[config.mk]
export PLATFORM = sky130hd
export DESIGN_NAME = train_timing_controller
export DESIGN_NICKNAME = d
export VERILOG_FILES = /design/src/rtl/train_timing_controller.sv
export SDC_FILE = /design/constraint.sdc
export NUM_CORES = 1
export LEC_CHECK = 0
export ABC_AREA = 1
export CAP_MARGIN = 5
export CORE_UTILIZATION = 59
export CTS_BUF_LIST = sky130_fd_sc_hd__clkbuf_16
export CTS_CLUSTER_SIZE = 12
export DETAILED_ROUTE_END_ITERATION = 10
export GPL_TIMING_DRIVEN = 0
export PLACE_DENSITY = 0.85
export SETUP_SLACK_MARGIN = 0.15
export SYNTH_ARGS = -nofsm -noshare
export SYNTH_HDL_FRONTEND = slang
export SYNTH_SLANG_ARGS = --single-unit
[constraint.sdc]
create_clock -name clk -period 4.06 [get_ports clk]
set_input_delay 0.609 -clock clk [delete_from_list [all_inputs] [get_ports clk]]
set_output_delay 0.609 -clock clk [all_outputs]
set_load 0.02 [all_outputs]
[src/rtl/train_timing_controller.sv]
// Level-crossing gate controller: measures a train's s1->s2 transit time, hands it to an
// external predictor, then counts the predicted closing time down in 1 ms ticks.
module train_timing_controller #(
  parameter int TICK_DIV     = 50000,
  parameter int PRED_TIMEOUT = 1024
) (
  input  logic        clk,
  input  logic        rst,
  input  logic        s1,
  input  logic        s2,
  input  logic        s3,
  input  logic        clr,
  output logic        pred_start,
  output logic [18:0] meas_time,
  input  logic        pred_done,
  input  logic [18:0] pred_time,
  output logic [18:0] remaining,
  output logic        gate_warn,
  output logic        gate_close,
  output logic        err,
  output logic [2:0]  state
);

  // state     | meaning
  // IDLE      | waiting for a train at s1
  // MEASURE   | counting ms between s1 and s2
  // PREDICT   | waiting on the predictor datapath
  // COUNTDOWN | gate warning, counting predicted ms down to zero
  // CLOSED    | gate down until the train clears s3
  // ERROR     | gate down, latched until clr
  localparam logic [2:0] ST_IDLE      = 3'd0;
  localparam logic [2:0] ST_MEASURE   = 3'd1;
  localparam logic [2:0] ST_PREDICT   = 3'd2;
  localparam logic [2:0] ST_COUNTDOWN = 3'd3;
  localparam logic [2:0] ST_CLOSED    = 3'd4;
  localparam logic [2:0] ST_ERROR     = 3'd5;

  localparam int          PW     = $clog2(TICK_DIV);
  localparam int          TW     = $clog2(PRED_TIMEOUT + 1);
  localparam logic [18:0] MS_MAX = 19'h7FFFF;

  logic [2:0]    state_q;
  logic [2:0]    state_d;
  logic          s1_q, s2_q, s3_q;
  logic          s1_rise, s2_rise, s3_rise;
  logic [PW-1:0] pre_cnt;
  logic          tick;
  logic [18:0]   ms_cnt;
  logic [TW-1:0] tmr;
  logic [18:0]   rem_q;
  logic          entering;

  assign s1_rise  = s1 & ~s1_q;
  assign s2_rise  = s2 & ~s2_q;
  assign s3_rise  = s3 & ~s3_q;
  assign tick     = (pre_cnt == PW'(TICK_DIV - 1));
  assign entering = (state_d != state_q);

  always_comb begin
    state_d = state_q;
    case (state_q)
      ST_IDLE: begin
        if (s1_rise) state_d = ST_MEASURE;
      end
      ST_MEASURE: begin
        // s2 takes priority over a coincident tick so meas_time is the pre-increment count
        if (s2_rise) state_d = (ms_cnt == '0) ? ST_ERROR : ST_PREDICT;
        else if (tick && ms_cnt == MS_MAX - 19'd1) state_d = ST_ERROR;
      end
      ST_PREDICT: begin
        if (pred_done) state_d = (pred_time == '0) ? ST_CLOSED : ST_COUNTDOWN;
        else if (tmr == '0) state_d = ST_ERROR;
      end
      ST_COUNTDOWN: begin
        if (tick && rem_q <= 19'd1) state_d = ST_CLOSED;
      end
      ST_CLOSED: begin
        if (s3_rise) state_d = ST_IDLE;
      end
      ST_ERROR: begin
        if (clr) state_d = ST_IDLE;
      end
      default: state_d = ST_IDLE;
    endcase
  end

  always_ff @(posedge clk) begin
    if (rst) begin
      state_q    <= ST_IDLE;
      s1_q       <= 1'b1;
      s2_q       <= 1'b1;
      s3_q       <= 1'b1;
      pre_cnt    <= '0;
      ms_cnt     <= '0;
      tmr        <= '0;
      meas_time  <= '0;
      rem_q      <= '0;
      pred_start <= 1'b0;
    end else begin
      state_q <= state_d;
      s1_q    <= s1;
      s2_q    <= s2;
      s3_q    <= s3;

      if (entering && (state_d == ST_MEASURE || state_d == ST_COUNTDOWN)) pre_cnt <= '0;
      else if (tick) pre_cnt <= '0;
      else pre_cnt <= pre_cnt + PW'(1);

      pred_start <= entering && (state_d == ST_PREDICT);

      if (state_q == ST_IDLE && s1_rise) ms_cnt <= '0;
      else if (state_q == ST_MEASURE && tick && !s2_rise) ms_cnt <= ms_cnt + 19'd1;

      if (state_q == ST_MEASURE && state_d == ST_PREDICT) meas_time <= ms_cnt;

      // timeout is a down-counter: PREDICT cycle k holds PRED_TIMEOUT-1-k
      if (entering && state_d == ST_PREDICT) tmr <= TW'(PRED_TIMEOUT - 1);
      else if (state_q == ST_PREDICT && tmr != '0) tmr <= tmr - TW'(1);

      if (state_q == ST_PREDICT && state_d == ST_COUNTDOWN) rem_q <= pred_time;
      else if (state_q == ST_COUNTDOWN && tick) rem_q <= rem_q - 19'd1;
      else if (state_q != ST_COUNTDOWN) rem_q <= '0;
    end
  end

  assign state      = state_q;
  assign remaining  = rem_q;
  assign gate_warn  = (state_q == ST_COUNTDOWN);
  assign gate_close = (state_q == ST_CLOSED) || (state_q == ST_ERROR);
  assign err        = (state_q == ST_ERROR);

endmodule

# Yosys cells after proc, flatten, opt, wreduce, memory -nomap -nowiden
# Index checks and enable logic that the tools add are counted.
# W data, S select, Z words.
# word_totals
reg_bits	91
elab_cells	74
# op_classes
add_sub_neg	4
order_cmp	1
eq_ne	12
mux	16
bitwise	6
n_reduce_logical	24
# op_table
operator	count
$mux W19	3
$logic_not A19 Y1	2
$mux W3	10
$mux W10	2
$add A19 B1 Y19 const B	1
$eq A19 B19 Y1 const B	1
$le A19 B1 Y1 const B	1
$sub A19 B1 Y19 const B	1
$pmux W3 S6	1
$add A16 B1 Y16 const B	1
$eq A16 B16 Y1 const B	1
$eq A3 B2 Y1 const B	4
$logic_and A1 B1 Y1	11
$logic_not A11 Y1	1
$reduce_bool A11 Y1	1
$sub A11 B1 Y11 const B	1
$eq A3 B1 Y1 const B	2
$eq A3 B3 Y1 const B	2
$reduce_or A2 Y1	2
$and A1 B1 Y1	3
$logic_not A3 Y1	1
$ne A3 B2 Y1 const B	1
$ne A3 B3 Y1	1
$not A1 Y1	3
5 further kinds	6

# Longest topological paths before layout
# Gate-level depths: netlist of run 1.
# logic_depth
ltp_word	9
depth_mapped	16

# Worst setup path after synthesis of run 1
# No wires, ideal clock.
# synth_timing
kind	register to register
start	register state_q[1], in the netlist state[1]
end	register rem_q[16], in the netlist remaining[16]
setup_ns	0.110
arrival_ns	1.771
slack_ns	2.179
stages_incl_launch_ff	13
n_path_buf	1
path_cell_list	dfxtp_1 inv_2 nor3_4 inv_2 nor2_1 nand2_1 nand2_2 nor2_4 buf_2 nand4_1 nand3_1 nand2_1 inv_1
# synth_rtl
item	line	rtl
from (decl)	42	logic [2:0] state_q;
from (signal assigned)	100	state_q <= state_d;
$eq A3 B2 Y1 *	n/a	
net gate_warn	18	output logic gate_warn,
$pmux W3 S6	61	case (state_q)
$eq A3 B2 Y1	120	if (state_q == ST_PREDICT && state_d == ST_COUNTDOWN) rem_q <= pred_time;
$logic_and A1 B1 Y1	120	
$reduce_bool A3 Y1 (no line) or $mux W19 (tied branches)	n/a	
to (signal assigned)	120	
to (signal assigned)	121	else if (state_q == ST_COUNTDOWN && tick) rem_q <= rem_q - 19'd1;
to (decl)	50	logic [18:0] rem_q;
# The timed path passes the listed nets; every way through them passes the cells marked *.
# A chain may end at the register's enable or synchronous reset.

# Worst setup path in the final report of run 1
# layout_timing
start	register state_q[1], in the netlist state[1]
end	output gate_warn
# layout_between
elab_chain_len	1
# layout_rtl
item	line	rtl
$eq A3 B2 Y1	128	assign gate_warn = (state_q == ST_COUNTDOWN);
to (decl)	18	
# No other way between the ends.

==> results of run 1 <==
synthesized netlist by cell type (6+ instances only):
cell type / count / area (um2)
clkbuf_1: 8 / 30.0
nor2_1: 91 / 342
o21ai_0: 39 / 195
nand3_1: 50 / 250
a21oi_1: 44 / 220
ha_1: 7 / 87.6
nor3_1: 17 / 85.1
inv_1: 105 / 394
nor4_1: 12 / 75.1
buf_2: 6 / 30.0
dfxtp_1: 91 / 1820
nand2_1: 171 / 642
inv_2: 6 / 22.5
xor2_1: 27 / 236
a31oi_1: 7 / 43.8
nand4_1: 26 / 163
nor2_2: 15 / 93.8
kinds of logic after synthesis:
group / synth area share, %
buffers and inverters: 10.2
DFF: 36.4
and+or+nand+nor: 36.4
adders and majority gates: 1.75
xor gates and xnor gates: 5.07
AOI/OAI and AO/OA: 10.2
sequential cells by signal (all words and copies together) (netlist names):
| register | count |
|---|---|
| meas_time | 19 |
| ms_cnt | 19 |
| remaining | 19 |
| pre_cnt | 16 |
| tmr | 11 |
| state | 3 |
| pred_start | 1 |
| s1_q | 1 |
| s2_q | 1 |
| s3_q | 1 |
worst paths after layout:
| kind | slack (ns) | depth (start not counted) | startpoint | endpoint |
|---|---|---|---|---|
| setup / recovery | 1.50 | 3 | state[1] | gate_warn |
| hold / removal | 0.46 | 1 | pre_cnt[0] | pre_cnt[0] |
| setup reg to reg | 1.64 | 10 | pre_cnt[0] | ms_cnt[13] |
| hold reg to reg | 0.46 | 1 | pre_cnt[0] | pre_cnt[0] |
power breakdown:
| group | switching (W) | total [W] | internal [W] |
|---|---|---|---|
| combinational | 0.0000539 | 0.0000933 | 0.0000394 |
| sequential | 0.00000432 | 0.000902 | 0.000897 |
| clock | 0.000378 | 0.000804 | 0.000426 |
metal layers:
metal	global-route usage, %	share of wire [%]	up-vias
met5	0	0	-
li1	-	-	2580
met2	54.0	47	240
met4	13.2	2.3	0
met3	3.56	7.2	26
met1	42.0	44	2415
worst max-delay path, stage by stage (launching register included):
cell and delay, ns:
dfxtp_1 0.50, inv_2 0.12, nor3_4 0.31, clkdlybuf4s50_1 0.67
area by class of cell:
cell class | count | area share, %
flip-flops and latches | 91 | 29.7
inverters | 112 | 6.86
repair buffers | 70 | 11.4
plain buffers | 18 | 1.47
multi-input cells | 530 | 43.7
clock inverters | 7 | 1.00
well taps | 105 | 2.15
clock buffers | 9 | 3.68
stage by stage:
step	setup slack (ns)	hold slack, ns	std cells
after CTS	1.52	0.468	942
after detailed placement	1.44	0.449	926
final	1.50	0.463	942
after global routing	1.45	0.476	942
after floorplan	2.18	0.428	751
after global placement	1.46	0.438	926
==> qor.yml, run 1 <==
outcome:
  status: "completed"
timing:
  finalHoldViolations: 0
  period_share_pct: 63.0
  finalSetupViolCount: 0
  min_period_ns: 2.56
  tightest_slew_ns: 0.693
  drv_slew: 0
  finClkSkew_ns: 0.00946
  rsz0062_at_grt: "false"
  setup_tns_ns: 0
  slew-limit-headroom_pct: 53.5
  fmax_mhz: 391
cts:
  clock_sinks: 91
  clock_latency_ns: 0.35
  cts_resized: 0
  clk_pin_slew_ns: 0.07
  cts_root_buf: "clkbuf_16"
  cts_buffer_depth: 2
  cts_buffers: 9
  post-cts-setup-buffers: 0
  holdBufCountCts: 0
  ctsHtreeMaxLevel: 3
  cts_tree: "built"
synth:
  syn_nets: 784
  async_flop_share_pct: 0
  ys.flop_type: "dfxtp_1"
  syn_area_um2: 5010
  synth_cell_types: 35
  ys_seq_area_share_pct: 36.4
  netlist_instances: 751
  yosysWarnings: 0
  synth-edff-count: 0
  synth_seq_cells: 91
  syn_area_per_cell_um2: 6.67
placement:
  gp_congestion: 0.955
  dp_hpwl_um: 10400
  port_buffers: 70
  placed_cell_area_um2: 5840
floorplanning:
  die_area_um2: 8860
  ioPinCount: 71
  die_x_um: 94.1
  rows: 33
  core_area_um2: 8220
  start_util_pct: 60.9
  die_h_um: 94.1
global_route:
  grt_pass1_wl_um: 22200
  gr-total-overflow: 0
  grt_pass1_vias: 4802
  antenna_found_initial: 0
  grt_max_degree: 18
  track_usage_pct: 32.2
detailed_routing:
  vias_per_cell: 5.58
  first_pass_iters: 5
  routed-via-count: 5261
  drtIter0Drc: 455
  drc: 0
  ant_nets: 0
  route.final.wire_length_um: 13700
  wl_per_cell_um: 14.6
finish:
  final_cell_mix: "nand2_1, inv_1, nor2_1, dfxtp_1, clkdlybuf4s50_1"
  area_delta_synth_final_pct: 22.3
  nets: 865
  final_util_pct: 74.5
  nFillCells: 685
  stdcell_area_um2: 6120
  layout_commonest_cell: "nand2_1"
  n_antenna_cell: 0
  multi_input_area_um2: 2670
  seqCellArea_um2: 1820
  drive_gt1_share_pct: 7.05
power:
  leakagePower_nw: 2.62
  total_power_w: 0.00180
  irDropWorstVdd_mv: 0.245
  p_per_area_nw_per_um2: 294
critical_path:
  worstSetupPathType: "flop to output port"
  worst_setup_path_start_kind: "flop"
  cp_max_fo: 6
  critPathRequiredTime_ns: 3.45
  end_kind: "output port"
  critical_path_arrival_ns: 1.95
job:
  max_cap_viol_count: 0
hold_path:
  min_path_type: "flop to flop"
Power figures use the tool's default switching activity.
==> run 2, diff against run 1 <==
- CORE_UTILIZATION: 59 -> 50
- PLACE_DENSITY: 0.85 -> 0.77
- clock period: 4.06 -> 2.3 ns (I/O delays scaled with it)
==> run 2 against run 1 <==
  * Worst setup slack worse by 1.2 ns
  * Critical path depth is 7 higher
  * Routed wire length is 1.6% lower
  * Register-to-register slack worse by 1.4 ns
  * Combinational power is 110% higher
  * Global-route usage is 5.5 points lower
  * Critical path type is now flop to flop
==> qor.yml, run 2 (synthesized netlist as in run 1, its figures left out) <==
outcome:
  status: "completed"
cts:
  cts_root_buf: "clkbuf_16"
  ctsHtreeMaxLevel: 3
  holdBufCountCts: 0
  cts_buffers: 9
  clock_latency_ns: 0.34
  clk_pin_slew_ns: 0.06
  cts_buffer_depth: 2
  cts_tree: "built"
  clock_sinks: 91
timing:
  slew-limit-headroom_pct: 62.5
  tightest_slew_ns: 0.562
  min_period_ns: 2.02
  rsz0062_at_grt: "true"
  finalHoldViolations: 0
  hold_ws_ns: 0.449
  period_share_pct: 87.7
  drv_slew: 0
  fmax_mhz: 496
  finalSetupViolCount: 0
  worst_slack_ns: 0.284
  finClkSkew_ns: 0.00863
critical_path:
  end_kind: "flop"
  path_delay_family: "simple AND/OR/NAND/NOR gates"
  worstSetupPathType: "flop to flop"
  ff2ff_setup_slack_ns: 0.28
  critPathMostFrequentCell: "nor2_4"
  critPathBufInv: 1
  crit_path_max_incr_delay_ns: 0.37
  critPathSlowestCell: "dfxtp_2"
  cp_max_fo: 5
  critical_path_arrival_ns: 2.29
  crit_chain: "ha_4 -> nand3_2 -> nor2_4 -> nand4_4 -> nor2_4 -> nand3b_2 -> nor3_4 -> buf_4 -> nand4_1 -> a21oi_1"
  cp-startpoint: "pre_cnt[0]"
  critPathRequiredTime_ns: 2.57
  worst_setup_path_start_kind: "flop"
  r2r_start: "pre_cnt[0]"
detailed_routing:
  vias_per_cell: 5.34
  first_pass_iters: 5
  drc: 0
  ant_nets: 0
  wl_per_cell_um: 13.8
  routed-via-count: 5218
  route.final.wire_length_um: 13500
  drtIter0Drc: 205
hold_path:
  min_path_type: "flop to flop"
  worstHoldStart: "pre_cnt[0]"
power:
  leakagePower_nw: 2.72
  irDropWorstVdd_mv: 0.423
  total_power_w: 0.00315
  p_per_area_nw_per_um2: 495
floorplanning:
  die_x_um: 102
  ioPinCount: 71
  rows: 36
  start_util_pct: 51.5
  die_h_um: 102
  die_area_um2: 10400
  core_area_um2: 9730
finish:
  drive_gt1_share_pct: 11.1
  n_antenna_cell: 0
  nets: 872
  area_delta_synth_final_pct: 26.9
  final_cell_mix: "nand2_1, inv_1, dfxtp_1, nor2_1, clkdlybuf4s50_1"
  layout_commonest_cell: "nand2_1"
  final_util_pct: 65.3
  nFillCells: 880
  final_cells: 977
placement:
  post-place-ws_ns: -0.137
  gp_congestion: 0.922
  port_buffers: 70
  dp_hpwl_um: 10100
  place_inst: 954
global_route:
  grt_pass1_wl_um: 22100
  antenna_found_initial: 0
  track_usage_pct: 26.7
  grt_max_degree: 16
  grt_pass1_vias: 4869
  gr-total-overflow: 0
job:
  max_cap_viol_count: 0
run 2: per-stage QoR:
| stage | area [um2] | TNS [ns] |
|---|---|---|
| finish | 6350 | 0 |
| floorplan | 5010 | 0 |
| global route | 6350 | 0 |
| CTS | 6180 | 0 |
| detailed placement | 5870 | -2.41 |
| global placement | 5870 | -1.38 |
run 2: layer usage:
| metal | up-vias | track usage, % | wire [um] |
|---|---|---|---|
| met2 | 146 | 46.7 | 6600 |
| met5 | - | 0 | 0 |
| met1 | 2443 | 33.8 | 5930 |
| met3 | 27 | 3.97 | 713 |
| li1 | 2602 | - | - |
| met4 | 0 | 8.57 | 259 |
run 2: timing repair:
action / 4_1_cts / 5_1_grt
setup buffers: 0 / 7
hold endpoints to repair: 0 / 0
endpoints found under the setup margin: 57 / 62
resized for setup: 14 / 45
pin swaps: 0 / 6
run 2: power by group:
group	leakage, nW	switching (W)	total, W	internal, W
combinational	1.86	0.000107	0.000192	0.0000852
sequential	0.737	0.00000943	0.00159	0.00158
clock	0.127	0.000633	0.00136	0.000727
run 2: area by class of cell:
type / count / area, um2 / area share [%]
flip-flops and latches: 91 / 1830 / 28.8
clock buffers: 9 / 225 / 3.55
repair buffers: 77 / 757 / 11.9
inverters: 112 / 420 / 6.62
clock inverters: 7 / 43.8 / 0.690
multi-input cells: 530 / 2790 / 44.0
plain buffers: 18 / 115 / 1.81
well taps: 133 / 166 / 2.62
run 2: worst paths after layout:
path	cells after the start	end
worst max register to register	10	ms_cnt[11]
worst min-delay path	1	pre_cnt[0]
worst max-delay path	10	ms_cnt[11]
worst min register to register	1	pre_cnt[0]
==> run 3, diff against run 2 <==
- CELL_PAD_IN_SITES_DETAIL_PLACEMENT: not set -> 0
- CELL_PAD_IN_SITES_GLOBAL_PLACEMENT: not set -> 2
- CORE_UTILIZATION: 50 -> 27
- PLACE_DENSITY: 0.77 -> 0.76
- SKIP_LAST_GASP: not set -> 1
- TNS_END_PERCENT: not set -> 100
==> run 3 against run 2 <==
  * Combinational power up 8%
  * The flow now finishes with violations (DRC)
  * Sequential cell count unchanged
  * Register-to-register slack about the same
  * Fmax grew 0.62%
  * Sequential share of layout area decreased by 0.81 points
  * Critical endpoint is now pre_cnt[0]
  * Total power rose by 1.9%
  * Largest power group unchanged
  * Non-clock buffer count is 3 higher
  * Worst setup slack better by 0.012 ns
  * Clock skew grew 0.00070 ns
  * Final area grew 3.2%
==> qor.yml, run 3 (synthesized netlist as in run 1, its figures left out) <==
outcome:
  status: "complete, but fails checks"
  violations: "DRC"
power:
  total_power_w: 0.00320
  leakagePower_nw: 2.73
  irDropWorstVdd_mv: 0.365
  p_per_area_nw_per_um2: 489
timing:
  tightest_slew_ns: 0.621
  period_share_pct: 87.1
  rsz0062_at_grt: "false"
  fmax_mhz: 499
  slew-limit-headroom_pct: 58.6
  min_period_ns: 2.00
  finalHoldViolations: 0
  finalSetupViolCount: 0
  setup_tns_ns: 0
  hold_ws_ns: 0.438
  drv_slew: 0
  finClkSkew_ns: 0.00933
cts:
  cts_buffers: 9
  cts_root_buf: "clkbuf_16"
  cts_buffer_depth: 2
  ctsHtreeMaxLevel: 3
  clock_sinks: 91
  clock_latency_ns: 0.35
  clk_pin_slew_ns: 0.06
  cts_tree: "built"
global_route:
  grt_max_degree: 16
  grt_pass1_vias: 4902
  track_usage_pct: 17.1
  gr-total-overflow: 0
  grt_pass1_wl_um: 25900
  antenna_found_initial: 0
critical_path:
  critical_path_arrival_ns: 2.29
  end_kind: "flop"
  cp_max_fo: 8
  worst_setup_path_start_kind: "flop"
  worstSetupPathType: "flop to flop"
  critPathRequiredTime_ns: 2.59
  ff2ff_setup_slack_ns: 0.30
detailed_routing:
  ant_nets: 0
  drc: 10
  wl_per_cell_um: 14.6
  routed-via-count: 5010
  first_pass_iters: 8
  vias_per_cell: 4.66
  route.final.wire_length_um: 15700
  drtIter0Drc: 279
floorplanning:
  rows: 49
  ioPinCount: 71
  die_area_um2: 19100
  die_h_um: 138
  core_area_um2: 18100
  start_util_pct: 27.7
  die_x_um: 138
finish:
  nets: 875
  multi_input_area_um2: 2830
  final_cell_mix: "nand2_1, inv_1, dfxtp_1, nor2_1, clkdlybuf4s50_1"
  area_delta_synth_final_pct: 30.9
  drive_gt1_share_pct: 13.5
  nFillCells: 1965
  seqCellArea_um2: 1840
  n_antenna_cell: 0
  final_util_pct: 36.2
  layout_commonest_cell: "nand2_1"
job:
  max_cap_viol_count: 0
hold_path:
  min_path_type: "flop to flop"
placement:
  dp_hpwl_um: 12000
  port_buffers: 70
  gp_congestion: 0.866
[run 3: worst paths after layout]
path | to | depth (start not counted) | startpoint
worst min-delay path | pre_cnt[0] | 1 | pre_cnt[0]
worst min register to register | pre_cnt[0] | 1 | pre_cnt[0]
worst max register to register | pre_cnt[0] | 12 | pre_cnt[0]
worst max-delay path | pre_cnt[0] | 12 | pre_cnt[0]
[run 3: report_power, final]
part	switching (W)	total [W]	internal, W	leakage, nW
clock network	0.000672	0.00140	0.000730	0.133
registers	0.00000963	0.00159	0.00159	0.739
logic	0.000114	0.000208	0.0000943	1.86
[run 3: cell type report]
class,count,share of cell area (%)
buffer,18,1.76
clock buffer,9,3.44
clock inverter,7,0.668
inverter,112,6.46
multi-input combinational,530,43.2
sequential,91,28.0
tap,229,4.37
timing repair buffer,80,12.1
[run 3: routing by layer]
| metal | wire length, um | vias up | part of all wire, % | GRT usage (%) |
|---|---|---|---|---|
| li1 | - | 2597 | - | - |
| met1 | 7720 | 2324 | 49 | 23.0 |
| met2 | 7270 | 77 | 46 | 27.7 |
| met3 | 491 | 12 | 3.1 | 2.94 |
| met4 | 201 | 0 | 1.3 | 5.85 |
| met5 | 0 | - | 0 | 0 |
[run 3: stage by stage]
step                      cells  area (um2)  setup slack (ns)
after floorplan             751        5010             0.419
after global placement     1050        5990            -0.267
after detailed placement   1050        5990            -0.279
after CTS                  1068        6340             0.151
after global routing       1076        6550             0.158
final                      1076        6550             0.296
[run 3: repair_timing]
item | in CTS | in global routing
pin swaps | 3 | 8
gates cloned | 0 | 1
hold buffers | 0 | 0
endpoints found under the setup margin | 72 | 62
setup buffers | 2 | 7
resized for setup | 21 | 57
[run 3: critical path: stages (launching register included)]
cell and delay (ns):
dfxtp_4 0.37, ha_4 0.15, nand3_2 0.13, nor2_4 0.19
nand4_4 0.16, nor2_2 0.15, nand2_1 0.08, nand2_2 0.09
nor2_4 0.06, o211ai_4 0.09, nand3_4 0.18, clkbuf_16 0.21
nor2_2 0.06
